File: src/rtl/sram_axi_bridge_ot_if.sv
// AXI3 master-side bus bundle for the SRAM-like bridge.
// The bridge drives through the master modport; the crossbar/RAM side uses slave.
interface sram_axi_bridge_ot_if #(
  parameter int DATA_W = 32,
  parameter int ID_W   = 4
);
  logic [ID_W-1:0]     arid;
  logic [31:0]         araddr;
  logic [3:0]          arlen;
  logic [2:0]          arsize;
  logic [1:0]          arburst;
  logic [1:0]          arlock;
  logic [3:0]          arcache;
  logic [2:0]          arprot;
  logic                arvalid;
  logic                arready;

  logic [ID_W-1:0]     rid;
  logic [DATA_W-1:0]   rdata;
  logic [1:0]          rresp;
  logic                rlast;
  logic                rvalid;
  logic                rready;

  logic [ID_W-1:0]     awid;
  logic [31:0]         awaddr;
  logic [3:0]          awlen;
  logic [2:0]          awsize;
  logic [1:0]          awburst;
  logic [1:0]          awlock;
  logic [3:0]          awcache;
  logic [2:0]          awprot;
  logic                awvalid;
  logic                awready;

  logic [ID_W-1:0]     wid;
  logic [DATA_W-1:0]   wdata;
  logic [DATA_W/8-1:0] wstrb;
  logic                wlast;
  logic                wvalid;
  logic                wready;

  logic [ID_W-1:0]     bid;
  logic [1:0]          bresp;
  logic                bvalid;
  logic                bready;

  modport master (
    output arid, araddr, arlen, arsize, arburst, arlock, arcache, arprot, arvalid,
    input  arready,
    input  rid, rdata, rresp, rlast, rvalid,
    output rready,
    output awid, awaddr, awlen, awsize, awburst, awlock, awcache, awprot, awvalid,
    input  awready,
    output wid, wdata, wstrb, wlast, wvalid,
    input  wready,
    input  bid, bresp, bvalid,
    output bready
  );

  modport slave (
    input  arid, araddr, arlen, arsize, arburst, arlock, arcache, arprot, arvalid,
    output arready,
    output rid, rdata, rresp, rlast, rvalid,
    input  rready,
    input  awid, awaddr, awlen, awsize, awburst, awlock, awcache, awprot, awvalid,
    output awready,
    input  wid, wdata, wstrb, wlast, wvalid,
    output wready,
    output bid, bresp, bvalid,
    input  bready
  );
endinterface

File: src/rtl/sram_axi_bridge_ot.sv
// Inst/data SRAM-like ports onto one AXI3 master: prioritized reads with per-port
// outstanding tracking by ARID, plus a single registered write with split AW/W handshakes.

module sram_axi_bridge_ot_rd_cnt #(
  parameter int RD_OUT = 4,
  parameter int CNT_W  = 3
) (
  input  logic clk,
  input  logic rst_n,
  input  logic inc,
  input  logic beat,
  output logic room,
  output logic hit,
  output logic busy
);
  logic [CNT_W-1:0] cnt;

  assign room = cnt < CNT_W'(RD_OUT);
  assign busy = cnt != '0;
  // A beat with nothing outstanding is stale (e.g. issued before a reset) and is dropped.
  assign hit  = beat && busy;

  always_ff @(posedge clk or negedge rst_n) begin
    if (!rst_n)            cnt <= '0;
    else if (inc && !hit)  cnt <= cnt + CNT_W'(1);
    else if (!inc && hit)  cnt <= cnt - CNT_W'(1);
  end
endmodule

module sram_axi_bridge_ot #(
  parameter int DATA_W = 32,
  parameter int RD_OUT = 4,
  parameter int ID_W   = 4
) (
  input  logic                   aclk,
  input  logic                   aresetn,
  sram_axi_bridge_ot_if.master   axi,

  input  logic                   inst_sram_req,
  input  logic                   inst_sram_wr,
  input  logic [1:0]             inst_sram_size,
  input  logic [31:0]            inst_sram_addr,
  input  logic [DATA_W-1:0]      inst_sram_wdata,
  output logic [DATA_W-1:0]      inst_sram_rdata,
  output logic                   inst_sram_addr_ok,
  output logic                   inst_sram_data_ok,

  input  logic                   data_sram_req,
  input  logic                   data_sram_wr,
  input  logic [1:0]             data_sram_size,
  input  logic [31:0]            data_sram_addr,
  input  logic [DATA_W-1:0]      data_sram_wdata,
  input  logic [DATA_W/8-1:0]    data_sram_wstrb,
  output logic [DATA_W-1:0]      data_sram_rdata,
  output logic                   data_sram_addr_ok,
  output logic                   data_sram_data_ok
);
  localparam int NP    = 2;   // port 0 = inst, port 1 = data; port index doubles as ARID
  localparam int CNT_W = $clog2(RD_OUT + 1);
  localparam int SW    = DATA_W / 8;

  typedef struct packed {
    logic [ID_W-1:0] id;
    logic [31:0]     addr;
    logic [2:0]      size;
  } ar_req_t;

  typedef struct packed {
    logic [31:0]     addr;
    logic [2:0]      size;
    logic [DATA_W-1:0] data;
    logic [SW-1:0]   strb;
  } wr_req_t;

  logic [NP-1:0]       rd_req, rd_elig, rd_room, rd_hit, rd_busy, rd_inc, rd_beat;
  logic [NP-1:0][31:0] rd_addr;
  logic [NP-1:0][1:0]  rd_size;

  ar_req_t ar_q, ar_d;
  logic    ar_vld, ar_free;
  wr_req_t wr_q;
  logic    aw_vld, w_vld, wr_busy, wr_acc, wr_req;
  logic    unused_ok;

  assign rd_req  = {data_sram_req & ~data_sram_wr, inst_sram_req & ~inst_sram_wr};
  assign rd_addr = {data_sram_addr, inst_sram_addr};
  assign rd_size = {data_sram_size, inst_sram_size};

  for (genvar p = 0; p < NP; p++) begin : g_port
    assign rd_beat[p] = axi.rvalid && (axi.rid == ID_W'(p));
    sram_axi_bridge_ot_rd_cnt #(.RD_OUT(RD_OUT), .CNT_W(CNT_W)) u_cnt (
      .clk   (aclk),
      .rst_n (aresetn),
      .inc   (rd_inc[p]),
      .beat  (rd_beat[p]),
      .room  (rd_room[p]),
      .hit   (rd_hit[p]),
      .busy  (rd_busy[p])
    );
  end

  // Data reads wait out an in-flight write so the data port's responses stay in order.
  assign rd_elig[0] = rd_req[0] & rd_room[0];
  assign rd_elig[1] = rd_req[1] & rd_room[1] & ~wr_busy;
  assign ar_free    = ~ar_vld | axi.arready;
  assign rd_inc[1]  = aresetn & ar_free & rd_elig[1];
  assign rd_inc[0]  = aresetn & ar_free & rd_elig[0] & ~rd_elig[1];

  always_comb begin
    ar_d      = '0;
    ar_d.id   = rd_inc[1] ? ID_W'(1) : ID_W'(0);
    ar_d.addr = rd_inc[1] ? rd_addr[1] : rd_addr[0];
    ar_d.size = {1'b0, rd_inc[1] ? rd_size[1] : rd_size[0]};
  end

  always_ff @(posedge aclk or negedge aresetn) begin
    if (!aresetn) begin
      ar_vld <= 1'b0;
      ar_q   <= '0;
    end else if (|rd_inc) begin
      ar_vld <= 1'b1;
      ar_q   <= ar_d;
    end else if (axi.arready) begin
      ar_vld <= 1'b0;
    end
  end

  // Writes need the data port fully drained of reads and the previous write retired.
  assign wr_req = data_sram_req & data_sram_wr;
  assign wr_acc = aresetn & wr_req & ~wr_busy & ~rd_busy[1] & ~aw_vld & ~w_vld & ~rd_inc[1];

  always_ff @(posedge aclk or negedge aresetn) begin
    if (!aresetn) begin
      aw_vld  <= 1'b0;
      w_vld   <= 1'b0;
      wr_busy <= 1'b0;
      wr_q    <= '0;
    end else if (wr_acc) begin
      aw_vld  <= 1'b1;
      w_vld   <= 1'b1;
      wr_busy <= 1'b1;
      wr_q    <= '{addr: data_sram_addr, size: {1'b0, data_sram_size},
                   data: data_sram_wdata, strb: data_sram_wstrb};
    end else begin
      if (axi.awready) aw_vld  <= 1'b0;
      if (axi.wready)  w_vld   <= 1'b0;
      if (axi.bvalid)  wr_busy <= 1'b0;
    end
  end

  assign inst_sram_addr_ok = rd_inc[0];
  assign data_sram_addr_ok = rd_inc[1] | wr_acc;
  assign inst_sram_data_ok = aresetn & rd_hit[0];
  assign data_sram_data_ok = aresetn & (rd_hit[1] | (axi.bvalid & wr_busy));
  assign inst_sram_rdata   = axi.rdata;
  assign data_sram_rdata   = axi.rdata;

  assign axi.arid    = ar_q.id;
  assign axi.araddr  = ar_q.addr;
  assign axi.arsize  = ar_q.size;
  assign axi.arvalid = ar_vld;
  assign axi.arlen   = 4'd0;
  assign axi.arburst = 2'b01;
  assign axi.arlock  = 2'b00;
  assign axi.arcache = 4'd0;
  assign axi.arprot  = 3'd0;
  assign axi.rready  = aresetn;

  assign axi.awid    = ID_W'(1);
  assign axi.awaddr  = wr_q.addr;
  assign axi.awsize  = wr_q.size;
  assign axi.awvalid = aw_vld;
  assign axi.awlen   = 4'd0;
  assign axi.awburst = 2'b01;
  assign axi.awlock  = 2'b00;
  assign axi.awcache = 4'd0;
  assign axi.awprot  = 3'd0;

  assign axi.wid     = ID_W'(1);
  assign axi.wdata   = wr_q.data;
  assign axi.wstrb   = wr_q.strb;
  assign axi.wlast   = 1'b1;
  assign axi.wvalid  = w_vld;
  assign axi.bready  = aresetn;

  assign unused_ok = ^{inst_sram_wdata, axi.rresp, axi.rlast, axi.bid, axi.bresp};
endmodule

File: src/flat_wrapper.sv
// flat-port wrapper written by rule: the top's interface ports become plain ports
module sram_axi_bridge_ot_flat 
#(
  parameter int DATA_W = 32,
  parameter int RD_OUT = 4,
  parameter int ID_W   = 4
)
  (aclk, aresetn, inst_sram_req, inst_sram_wr, inst_sram_size, inst_sram_addr, inst_sram_wdata, inst_sram_rdata, inst_sram_addr_ok, inst_sram_data_ok, data_sram_req, data_sram_wr, data_sram_size, data_sram_addr, data_sram_wdata, data_sram_wstrb, data_sram_rdata, data_sram_addr_ok, data_sram_data_ok, axi_arid, axi_araddr, axi_arlen, axi_arsize, axi_arburst, axi_arlock, axi_arcache, axi_arprot, axi_arvalid, axi_arready, axi_rid, axi_rdata, axi_rresp, axi_rlast, axi_rvalid, axi_rready, axi_awid, axi_awaddr, axi_awlen, axi_awsize, axi_awburst, axi_awlock, axi_awcache, axi_awprot, axi_awvalid, axi_awready, axi_wid, axi_wdata, axi_wstrb, axi_wlast, axi_wvalid, axi_wready, axi_bid, axi_bresp, axi_bvalid, axi_bready);
  sram_axi_bridge_ot_if #(.DATA_W(DATA_W), .ID_W(ID_W)) axi_i ();
  input  logic aclk;
  input  logic aresetn;
  input  logic inst_sram_req;
  input  logic inst_sram_wr;
  input  logic [1:0] inst_sram_size;
  input  logic [31:0] inst_sram_addr;
  input  logic [DATA_W-1:0] inst_sram_wdata;
  output logic [DATA_W-1:0] inst_sram_rdata;
  output logic inst_sram_addr_ok;
  output logic inst_sram_data_ok;
  input  logic data_sram_req;
  input  logic data_sram_wr;
  input  logic [1:0] data_sram_size;
  input  logic [31:0] data_sram_addr;
  input  logic [DATA_W-1:0] data_sram_wdata;
  input  logic [DATA_W/8-1:0] data_sram_wstrb;
  output logic [DATA_W-1:0] data_sram_rdata;
  output logic data_sram_addr_ok;
  output logic data_sram_data_ok;
  output wire logic [$bits(axi_i.arid)-1:0] axi_arid;
  output wire logic [$bits(axi_i.araddr)-1:0] axi_araddr;
  output wire logic [$bits(axi_i.arlen)-1:0] axi_arlen;
  output wire logic [$bits(axi_i.arsize)-1:0] axi_arsize;
  output wire logic [$bits(axi_i.arburst)-1:0] axi_arburst;
  output wire logic [$bits(axi_i.arlock)-1:0] axi_arlock;
  output wire logic [$bits(axi_i.arcache)-1:0] axi_arcache;
  output wire logic [$bits(axi_i.arprot)-1:0] axi_arprot;
  output wire logic [$bits(axi_i.arvalid)-1:0] axi_arvalid;
  input wire logic [$bits(axi_i.arready)-1:0] axi_arready;
  input wire logic [$bits(axi_i.rid)-1:0] axi_rid;
  input wire logic [$bits(axi_i.rdata)-1:0] axi_rdata;
  input wire logic [$bits(axi_i.rresp)-1:0] axi_rresp;
  input wire logic [$bits(axi_i.rlast)-1:0] axi_rlast;
  input wire logic [$bits(axi_i.rvalid)-1:0] axi_rvalid;
  output wire logic [$bits(axi_i.rready)-1:0] axi_rready;
  output wire logic [$bits(axi_i.awid)-1:0] axi_awid;
  output wire logic [$bits(axi_i.awaddr)-1:0] axi_awaddr;
  output wire logic [$bits(axi_i.awlen)-1:0] axi_awlen;
  output wire logic [$bits(axi_i.awsize)-1:0] axi_awsize;
  output wire logic [$bits(axi_i.awburst)-1:0] axi_awburst;
  output wire logic [$bits(axi_i.awlock)-1:0] axi_awlock;
  output wire logic [$bits(axi_i.awcache)-1:0] axi_awcache;
  output wire logic [$bits(axi_i.awprot)-1:0] axi_awprot;
  output wire logic [$bits(axi_i.awvalid)-1:0] axi_awvalid;
  input wire logic [$bits(axi_i.awready)-1:0] axi_awready;
  output wire logic [$bits(axi_i.wid)-1:0] axi_wid;
  output wire logic [$bits(axi_i.wdata)-1:0] axi_wdata;
  output wire logic [$bits(axi_i.wstrb)-1:0] axi_wstrb;
  output wire logic [$bits(axi_i.wlast)-1:0] axi_wlast;
  output wire logic [$bits(axi_i.wvalid)-1:0] axi_wvalid;
  input wire logic [$bits(axi_i.wready)-1:0] axi_wready;
  input wire logic [$bits(axi_i.bid)-1:0] axi_bid;
  input wire logic [$bits(axi_i.bresp)-1:0] axi_bresp;
  input wire logic [$bits(axi_i.bvalid)-1:0] axi_bvalid;
  output wire logic [$bits(axi_i.bready)-1:0] axi_bready;
  assign axi_arid = axi_i.arid;
  assign axi_araddr = axi_i.araddr;
  assign axi_arlen = axi_i.arlen;
  assign axi_arsize = axi_i.arsize;
  assign axi_arburst = axi_i.arburst;
  assign axi_arlock = axi_i.arlock;
  assign axi_arcache = axi_i.arcache;
  assign axi_arprot = axi_i.arprot;
  assign axi_arvalid = axi_i.arvalid;
  assign axi_i.arready = axi_arready;
  assign axi_i.rid = axi_rid;
  assign axi_i.rdata = axi_rdata;
  assign axi_i.rresp = axi_rresp;
  assign axi_i.rlast = axi_rlast;
  assign axi_i.rvalid = axi_rvalid;
  assign axi_rready = axi_i.rready;
  assign axi_awid = axi_i.awid;
  assign axi_awaddr = axi_i.awaddr;
  assign axi_awlen = axi_i.awlen;
  assign axi_awsize = axi_i.awsize;
  assign axi_awburst = axi_i.awburst;
  assign axi_awlock = axi_i.awlock;
  assign axi_awcache = axi_i.awcache;
  assign axi_awprot = axi_i.awprot;
  assign axi_awvalid = axi_i.awvalid;
  assign axi_i.awready = axi_awready;
  assign axi_wid = axi_i.wid;
  assign axi_wdata = axi_i.wdata;
  assign axi_wstrb = axi_i.wstrb;
  assign axi_wlast = axi_i.wlast;
  assign axi_wvalid = axi_i.wvalid;
  assign axi_i.wready = axi_wready;
  assign axi_i.bid = axi_bid;
  assign axi_i.bresp = axi_bresp;
  assign axi_i.bvalid = axi_bvalid;
  assign axi_bready = axi_i.bready;
  sram_axi_bridge_ot #(.DATA_W(DATA_W), .RD_OUT(RD_OUT), .ID_W(ID_W)) u_core (.aclk(aclk), .aresetn(aresetn), .axi(axi_i), .inst_sram_req(inst_sram_req), .inst_sram_wr(inst_sram_wr), .inst_sram_size(inst_sram_size), .inst_sram_addr(inst_sram_addr), .inst_sram_wdata(inst_sram_wdata), .inst_sram_rdata(inst_sram_rdata), .inst_sram_addr_ok(inst_sram_addr_ok), .inst_sram_data_ok(inst_sram_data_ok), .data_sram_req(data_sram_req), .data_sram_wr(data_sram_wr), .data_sram_size(data_sram_size), .data_sram_addr(data_sram_addr), .data_sram_wdata(data_sram_wdata), .data_sram_wstrb(data_sram_wstrb), .data_sram_rdata(data_sram_rdata), .data_sram_addr_ok(data_sram_addr_ok), .data_sram_data_ok(data_sram_data_ok));
endmodule
File: config.mk
export PLATFORM = sky130hd
export DESIGN_NAME = sram_axi_bridge_ot_flat
export DESIGN_NICKNAME = d
export VERILOG_FILES = /design/src/rtl/sram_axi_bridge_ot_if.sv /design/src/rtl/sram_axi_bridge_ot.sv /design/src/flat_wrapper.sv
export SDC_FILE = /design/constraint.sdc
export NUM_CORES = 1
export LEC_CHECK = 0
export ABC_CLOCK_PERIOD_IN_PS = 4950
export BUFFER_PORTS_ARGS = -buffer_cell sky130_fd_sc_hd__buf_2
export CAP_MARGIN = 15
export CORE_AREA = 2 2 159 161
export CTS_BUF_LIST = sky130_fd_sc_hd__clkbuf_4
export CTS_CLUSTER_DIAMETER = 200
export CTS_CLUSTER_SIZE = 8
export DETAILED_ROUTE_END_ITERATION = 6
export DIE_AREA = 0 0 161 163
export PLACE_DENSITY = 0.64
export SLEW_MARGIN = 20
export SYNTH_ARGS = -nofsm -noshare
export SYNTH_HDL_FRONTEND = slang
export SYNTH_SLANG_ARGS = --single-unit
File: constraint.sdc
create_clock -name aclk -period 4.95 [get_ports aclk]
set_clock_uncertainty 0.15 [all_clocks]
set_input_delay 0.99 -clock aclk [delete_from_list [all_inputs] [get_ports aclk]]
set_output_delay 0.99 -clock aclk [all_outputs]
set_load 0.05 [all_outputs]
==> results of run 1 <==
-- how the worst min path moves through the flow --
stage / start / to / slack [ns] / cells past startpoint
finish: u_core.axi.awaddr[10] / u_core.axi.awaddr[10] / 0.36 / 1
global route: u_core.axi.awaddr[10] / u_core.axi.awaddr[10] / 0.38 / 1
CTS: u_core.axi.wdata[30] / u_core.axi.wdata[30] / 0.36 / 1
detailed placement: u_core.axi.wdata[24] / u_core.axi.wdata[24] / 0.34 / 1
global placement: u_core.axi.awaddr[12] / u_core.axi.awaddr[12] / 0.33 / 1
floorplan: u_core.g_port[1].u_cnt.cnt[2] / u_core.g_port[1].u_cnt.cnt[2] / 0.34 / 1
-- power breakdown --
group	internal (mW)	total [mW]	switching, mW
Combinational	0.876	3.08	2.20
Clock	0.404	0.777	0.373
Sequential	1.39	1.64	0.246
Total	2.67	5.49	2.82
-- stage by stage --
| stage | setup slack (ns) | hold slack, ns | cell area, um^2 |
|---|---|---|---|
| finish | 1.19 | 0.359 | 7420 |
| detailed placement | 1.17 | 0.337 | 7110 |
| global route | 1.11 | 0.376 | 7420 |
| floorplan | 1.15 | 0.337 | 6480 |
| global placement | 1.18 | 0.333 | 7110 |
| CTS | 1.16 | 0.363 | 7420 |
-- kinds of logic after synthesis --
group | after synthesis | synth area share, %
AOI/OAI and AO/OA | 41 | 4.69
xor gates and xnor gates | 6 | 0.831
adders and majority gates | 4 | 1.03
buffers and inverters | 180 | 18.5
DFF | 115 | 45.5
muxes | 106 | 21.5
other | 2 | 0.119
and+or+nand+nor | 55 | 7.80
-- synth_stat cells --
cell type	number
or4b_2	29
o21ai_1	1
a22oi_1	34
nand4b_4	1
xnor2_1	2
nand2b_1	1
or4b_1	7
xor2_1	4
nor2_1	5
o211ai_1	1
buf_2	2
ha_1	2
a22o_1	1
dfrtp_1	115
and4bb_1	1
or3_1	2
mux2_4	56
inv_1	41
nor4b_2	1
and2_1	1
conb_1	2
a21oi_1	1
mux2i_1	34
nand2_1	3
or3b_1	1
nor3_1	1
fa_1	2
clkbuf_1	16
nand3_1	1
buf_6	10
o21ai_0	3
buf_4	111
nor3b_1	1
mux2_2	16
-- layer usage --
metal,global-route usage [%],wire length (um),vias to the layer above
met5,0,0,-
met4,4.10,358,0
met3,3.95,1160,38
met2,20.5,7870,173
met1,14.1,6510,2030
li1,-,-,1924
-- sequential cells by signal, indices dropped and copies added (netlist names), 2 cells and up --
register                 count
u_core.axi.araddr           32
u_core.axi.arsize            2
u_core.axi.awaddr           32
u_core.axi.awsize            2
u_core.axi.wdata            32
u_core.axi.wstrb             4
u_core.g_port.u_cnt.cnt      6
-- worst max-delay path: stages --
cell,delay [ns]
buf_2,0.11
or4b_2,0.96
o21ai_1,0.25
buf_2,0.30
-- layout make-up --
cell class | count | area, um^2 | area share, %
flip-flops and latches | 115 | 2880 | 38.8
multi-input cells | 256 | 2430 | 32.8
repair buffers | 241 | 1230 | 16.6
well taps | 330 | 413 | 5.56
clock inverters | 12 | 164 | 2.21
inverters | 41 | 154 | 2.07
clock buffers | 19 | 143 | 1.92
diodes | 1 | 2.50 | 0.0337
-- placed cells by master (no fill, tap or decap), types with 2 or more instances in the layout --
master and instances:
a22oi_1 34, buf_2 231, buf_4 10, bufinv_16 4, clkbuf_4 19, clkinv_1 2
clkinv_2 4, conb_1 44, dfrtp_1 115, fa_1 2, ha_1 2, inv_1 41
mux2_2 16, mux2_4 56, mux2i_1 34, nand2_1 3, nor2_1 5, o21ai_0 3
or3_1 2, or4b_1 6, or4b_2 30, xnor2_1 2, xor2_1 4
==> impl_metrics.ini, run 1 <==
[run_status]
status = complete, no violations

[floorplan]
start_util_pct = 25.6
rows = 58
die_y_um = 163
die_width_um = 161
ios = 414
core-area_um2 = 24700
dieArea_um2 = 26200

[route]
drt_iter0_drc = 238
firstDrtPassIters = 4
vias_per_cell = 4.10
routed_wl_um = 15900
wl_per_cell_um = 15.7
route.detailed.drc = 0
drtAntennaViolNets = 0
vias = 4165

[global_routing]
grt_max_degree = 71
grt.total_usage_pct = 12.0
grt_pass1_wl_um = 23800
overflow = 0
antenna_found_initial = 2
grt_pass1_vias = 4138

[run]
maxCapViolations = 0

[sta]
tns_ns = 0
rsz0062_at_grt = no
fin_crit_sh_pct = 76.0
max_slew_margin_pct = 35.0
setup_viol = 0
hold_violations = 0
fmax_mhz = 266
tightestPinTransition_ns = 0.975
slew_viol_final = 0
fin_crit_ns = 3.76

[worst_setup_path]
cp_max_fo = 19
reg2reg_depth = 8
end_kind = primary output
cp_data_arrival_time_ns = 2.62
endpoint = data_sram_addr_ok
required_ns = 3.81
timing.rr.end = u_core.g_port[1].u_cnt.cnt[2]
crit_start = data_sram_wr
critPathLaunchType = input port
path_class = input port to primary output
r2r_slack_ns = 2.03
r2r-start = u_core.g_port[1].u_cnt.cnt[2]

[final_layout]
final_nets = 868
area_growth_pct = 17.3
layout-drive-gt1-share_pct = 54.8
nFillCells = 2597
finalNonFillerCells = 1015
finish.utilization_pct = 30.1

[cts]
path_clk_slew_ns = 0.10
cts_tree = built
cts_sinks = 115
clock_path_buffers = 2
ctsResizeCount = 0
cts_buffers = 17
cts-root-buf = clkbuf_4
clk_latency_ns = 0.51
h-tree-depth = 4
hold_buffers = 0
post_cts_buffers = 0

[pwr]
p_total_mw = 5.49
powerDensity_nw_per_um2 = 740
power.leakage_nw = 4.13
peakVddDrop_v = 0.000315

[yosys]
yosysWarnings = 0
synth_area_per_cell_um2 = 12.4
synth_top_area_share_pct = 45.5
syn_inst = 509
ys_seq_elements = 115
yosys.area.top_type = dfrtp_1
synth_top_cells_by_area = dfrtp_1 46%, mux2_4 13%, buf_4 13%, mux2i_1 5.4%, or4b_2 4.6%
netlist-cell-type-count = 34
synth_area_um2 = 6320
yosysSeqAreaShare_pct = 45.5

[placement]
hpwl_um = 11200
gp_congestion = 0.748
dp_cells = 983
io_buffers = 232

[hold_path]
min_path_type = flop to flop
(Power assumes the default switching activity.)
==> run 2, diff against run 1 <==
--- a/config.mk
+++ b/config.mk
@@ -5,16 +5,17 @@
 export SDC_FILE = /design/constraint.sdc
 export NUM_CORES = 1
 export LEC_CHECK = 0
-export ABC_CLOCK_PERIOD_IN_PS = 4950
+export ABC_AREA = 1
+export ABC_CLOCK_PERIOD_IN_PS = 3150
 export BUFFER_PORTS_ARGS = -buffer_cell sky130_fd_sc_hd__buf_2
 export CAP_MARGIN = 15
-export CORE_AREA = 2 2 159 161
+export CORE_AREA = 2 2 161 163
 export CTS_BUF_LIST = sky130_fd_sc_hd__clkbuf_4
 export CTS_CLUSTER_DIAMETER = 200
 export CTS_CLUSTER_SIZE = 8
 export DETAILED_ROUTE_END_ITERATION = 6
-export DIE_AREA = 0 0 161 163
-export PLACE_DENSITY = 0.64
+export DIE_AREA = 0 0 163 165
+export PLACE_DENSITY = 0.63
 export SLEW_MARGIN = 20
 export SYNTH_ARGS = -nofsm -noshare
 export SYNTH_HDL_FRONTEND = slang
==> constraint.sdc (replaced) <==
create_clock -name aclk -period 3.15 [get_ports aclk]
set_clock_uncertainty 0.15 [all_clocks]
set_input_delay 0.63 -clock aclk [delete_from_list [all_inputs] [get_ports aclk]]
set_output_delay 0.63 -clock aclk [all_outputs]
set_load 0.05 [all_outputs]
==> run 2 against run 1 <==
Effect of this change: non-clock buffer count up 6; critical endpoint unchanged; global-route usage up 1.8 points; clock power up 57%; largest power group unchanged; cell area down 3.3%; hold slack worse by 0.24 ns.
==> impl_metrics.ini, run 2 <==
[yosys]
yosys.area.top_type = dfrtp_1
synth_top_cells_by_area = dfrtp_1 48%, nand2_1 18%, buf_4 14%, nand3_1 12%, buf_2 1.6%
synth_area_per_cell_um2 = 8.05
yosysMostFrequentCell = nand2_1
synth_commonest_cells = 288 x nand2_1, 140 x nand3_1, 115 x buf_4, 115 x dfrtp_1, 19 x buf_2
synth_area_um2 = 6010
synth_edf_count = 0
ys_seq_elements = 115
yosysSeqAreaShare_pct = 47.9
synth_flop_cell = dfrtp_1
yosysWarnings = 0
synth_top_area_share_pct = 47.9
async_reset_ff_share_pct = 100
netlist-cell-type-count = 25
syn_inst = 747

[cts]
hold_buffers = 2
path_clk_slew_ns = 0.11
post_cts_buffers = 0
ctsResizeCount = 0
clk_latency_ns = 0.52
cts_sinks = 115
cts_buffers = 17
clock_path_buffers = 2
h-tree-depth = 4
cts_tree = built
cts-root-buf = clkbuf_4

[worst_setup_path]
crit_family = buffers and inverters
cpPeakStageDelay_ns = 0.55
end_kind = primary output
required_ns = 2.37
cp_data_arrival_time_ns = 2.28
critPathLaunchType = input port
cp_max_fo = 26
crit_chain = dlygate4sd3_1, buf_6, inv_1, a21oi_4, nand2_4, buf_4, nand2_1, buf_2
path_class = input port to primary output
path_buf_inv = 5
slowest_stage = dlygate4sd3_1

[sta]
hold_violations = 0
fin_ws_ns = 0.0927
tightestPinTransition_ns = 0.872
rsz0062_at_grt = no
setup_viol = 0
fmax_mhz = 327
fin_crit_sh_pct = 97.1
tns_ns = 0
max_slew_margin_pct = 41.9
slew_viol_final = 0
fin_crit_ns = 3.06

[global_routing]
overflow = 0
antenna_found_initial = 0
grt_pass1_vias = 5023
grt_max_degree = 74
grt.total_usage_pct = 13.8
grt_pass1_wl_um = 28000

[floorplan]
die_y_um = 165
start_util_pct = 24.0
core-area_um2 = 25000
dieArea_um2 = 26900
die_width_um = 163
rows = 58
ios = 414

[route]
drt_iter0_drc = 331
wl_per_cell_um = 15.1
route.detailed.drc = 0
routed_wl_um = 18800
vias = 5219
drtAntennaViolNets = 0
vias_per_cell = 4.19
firstDrtPassIters = 4

[pwr]
p_sw_mw = 4.55
internal-power_mw = 3.69
power.leakage_nw = 4.22
powerDensity_nw_per_um2 = 1150
clkPwrFrac_pct = 14.8
swShare_pct = 55.2
p_comb_share_pct = 54.2
seq_power_share_pct = 31.0
peakVddDrop_v = 0.000505

[placement]
place_ws_ns = 0.547
hpwl_um = 12700
io_buffers = 232
dp_cells = 1212
gp_congestion = 0.724

[final_layout]
finalNonFillerCells = 1245
area_growth_pct = 19.4
layout_common_cells = 286 x nand2_1, 231 x buf_2, 140 x nand3_1
final_common_cell = nand2_1
finish.utilization_pct = 28.7
layout-drive-gt1-share_pct = 31.3
antenna_cells = 0
final_nets = 1099

[run]
maxCapViolations = 0

[hold_path]
min_path_type = input port to flop

[run_status]
status = complete, no violations
run 2: path summary, 6_finish.rpt:
kind / startpoint / to / slack [ns] / cells past startpoint
worst max register to register: u_core.wr_busy / u_core.g_port[1].u_cnt.cnt[2] / 1.00 / 11
max in group asynchronous: aresetn / u_core.axi.wdata[11] / 1.23 / 4
worst max-delay path: aresetn / data_sram_addr_ok / 0.09 / 8
min in group asynchronous: aresetn / u_core.axi.araddr[26] / 0.54 / 3
worst min-delay path: axi_awready / u_core.axi.awvalid / 0.12 / 2
worst min register to register: u_core.axi.awaddr[18] / u_core.axi.awaddr[18] / 0.33 / 2
run 2: logic make-up (layout without fill, tap and decap cells):
| kind of cell | Yosys count | count (layout) | share of synthesized area [%] |
|---|---|---|---|
| xor+xnor | 4 | 4 | 0.583 |
| mux | 2 | 2 | 0.375 |
| buf+inv | 168 | 294 | 18.1 |
| other cells | 2 | 44 | 0.125 |
| flops | 115 | 115 | 47.9 |
| simple gates | 442 | 442 | 30.9 |
| fa+ha+maj | 4 | 4 | 1.08 |
| compound gates | 10 | 10 | 1.02 |
run 2: per-stage QoR:
step	power (mW)	hold slack, ns	area [um^2]
3_5_place_dp	7.09	0.304	6850
5_1_grt	8.73	0.0527	7170
6_report	8.24	0.118	7170
4_1_cts	8.36	0.0517	7170
3_3_place_gp	7.03	0.299	6850
2_1_floorplan	6.15	0.184	6170
run 2: worst register-to-register path, cell delays in order (launching register included):
cell and delay, ns:
dfrtp_1 0.42, inv_2 0.07, nand2_1 0.08, nor2_4 0.17, nand2_4 0.07, inv_1 0.08, ha_1 0.14, inv_1 0.07
fa_1 0.38, a21oi_1 0.14, o21ai_0 0.11, xor2_1 0.16
run 2: layout make-up:
class / count / area, um^2
fill: 2765 / 17900
sequential: 115 / 2880
multi-input combinational: 506 / 2220
timing repair buffer: 247 / 1300
tap: 330 / 413
clock inverter: 13 / 166
clock buffer: 18 / 135
inverter: 16 / 60.1
run 2: power by group through the flow:
stage                     Sequential, mW  Combinational, mW  Clock (mW)
after floorplan                     4.89               1.26           0
after global placement              2.56               4.47           0
after detailed placement            2.58               4.51           0
after CTS                           2.56               4.51        1.29
after global routing                2.64               4.75        1.35
final                               2.55               4.47        1.22
run 2: routing by layer:
metal / vias up / global-route usage (%) / share of wire, %
met3: 24 / 3.89 / 7.0
met4: 0 / 4.75 / 1.3
met2: 206 / 24.0 / 50
li1: 2529 / - / -
met1: 2460 / 16.3 / 42
met5: - / 0 / 0
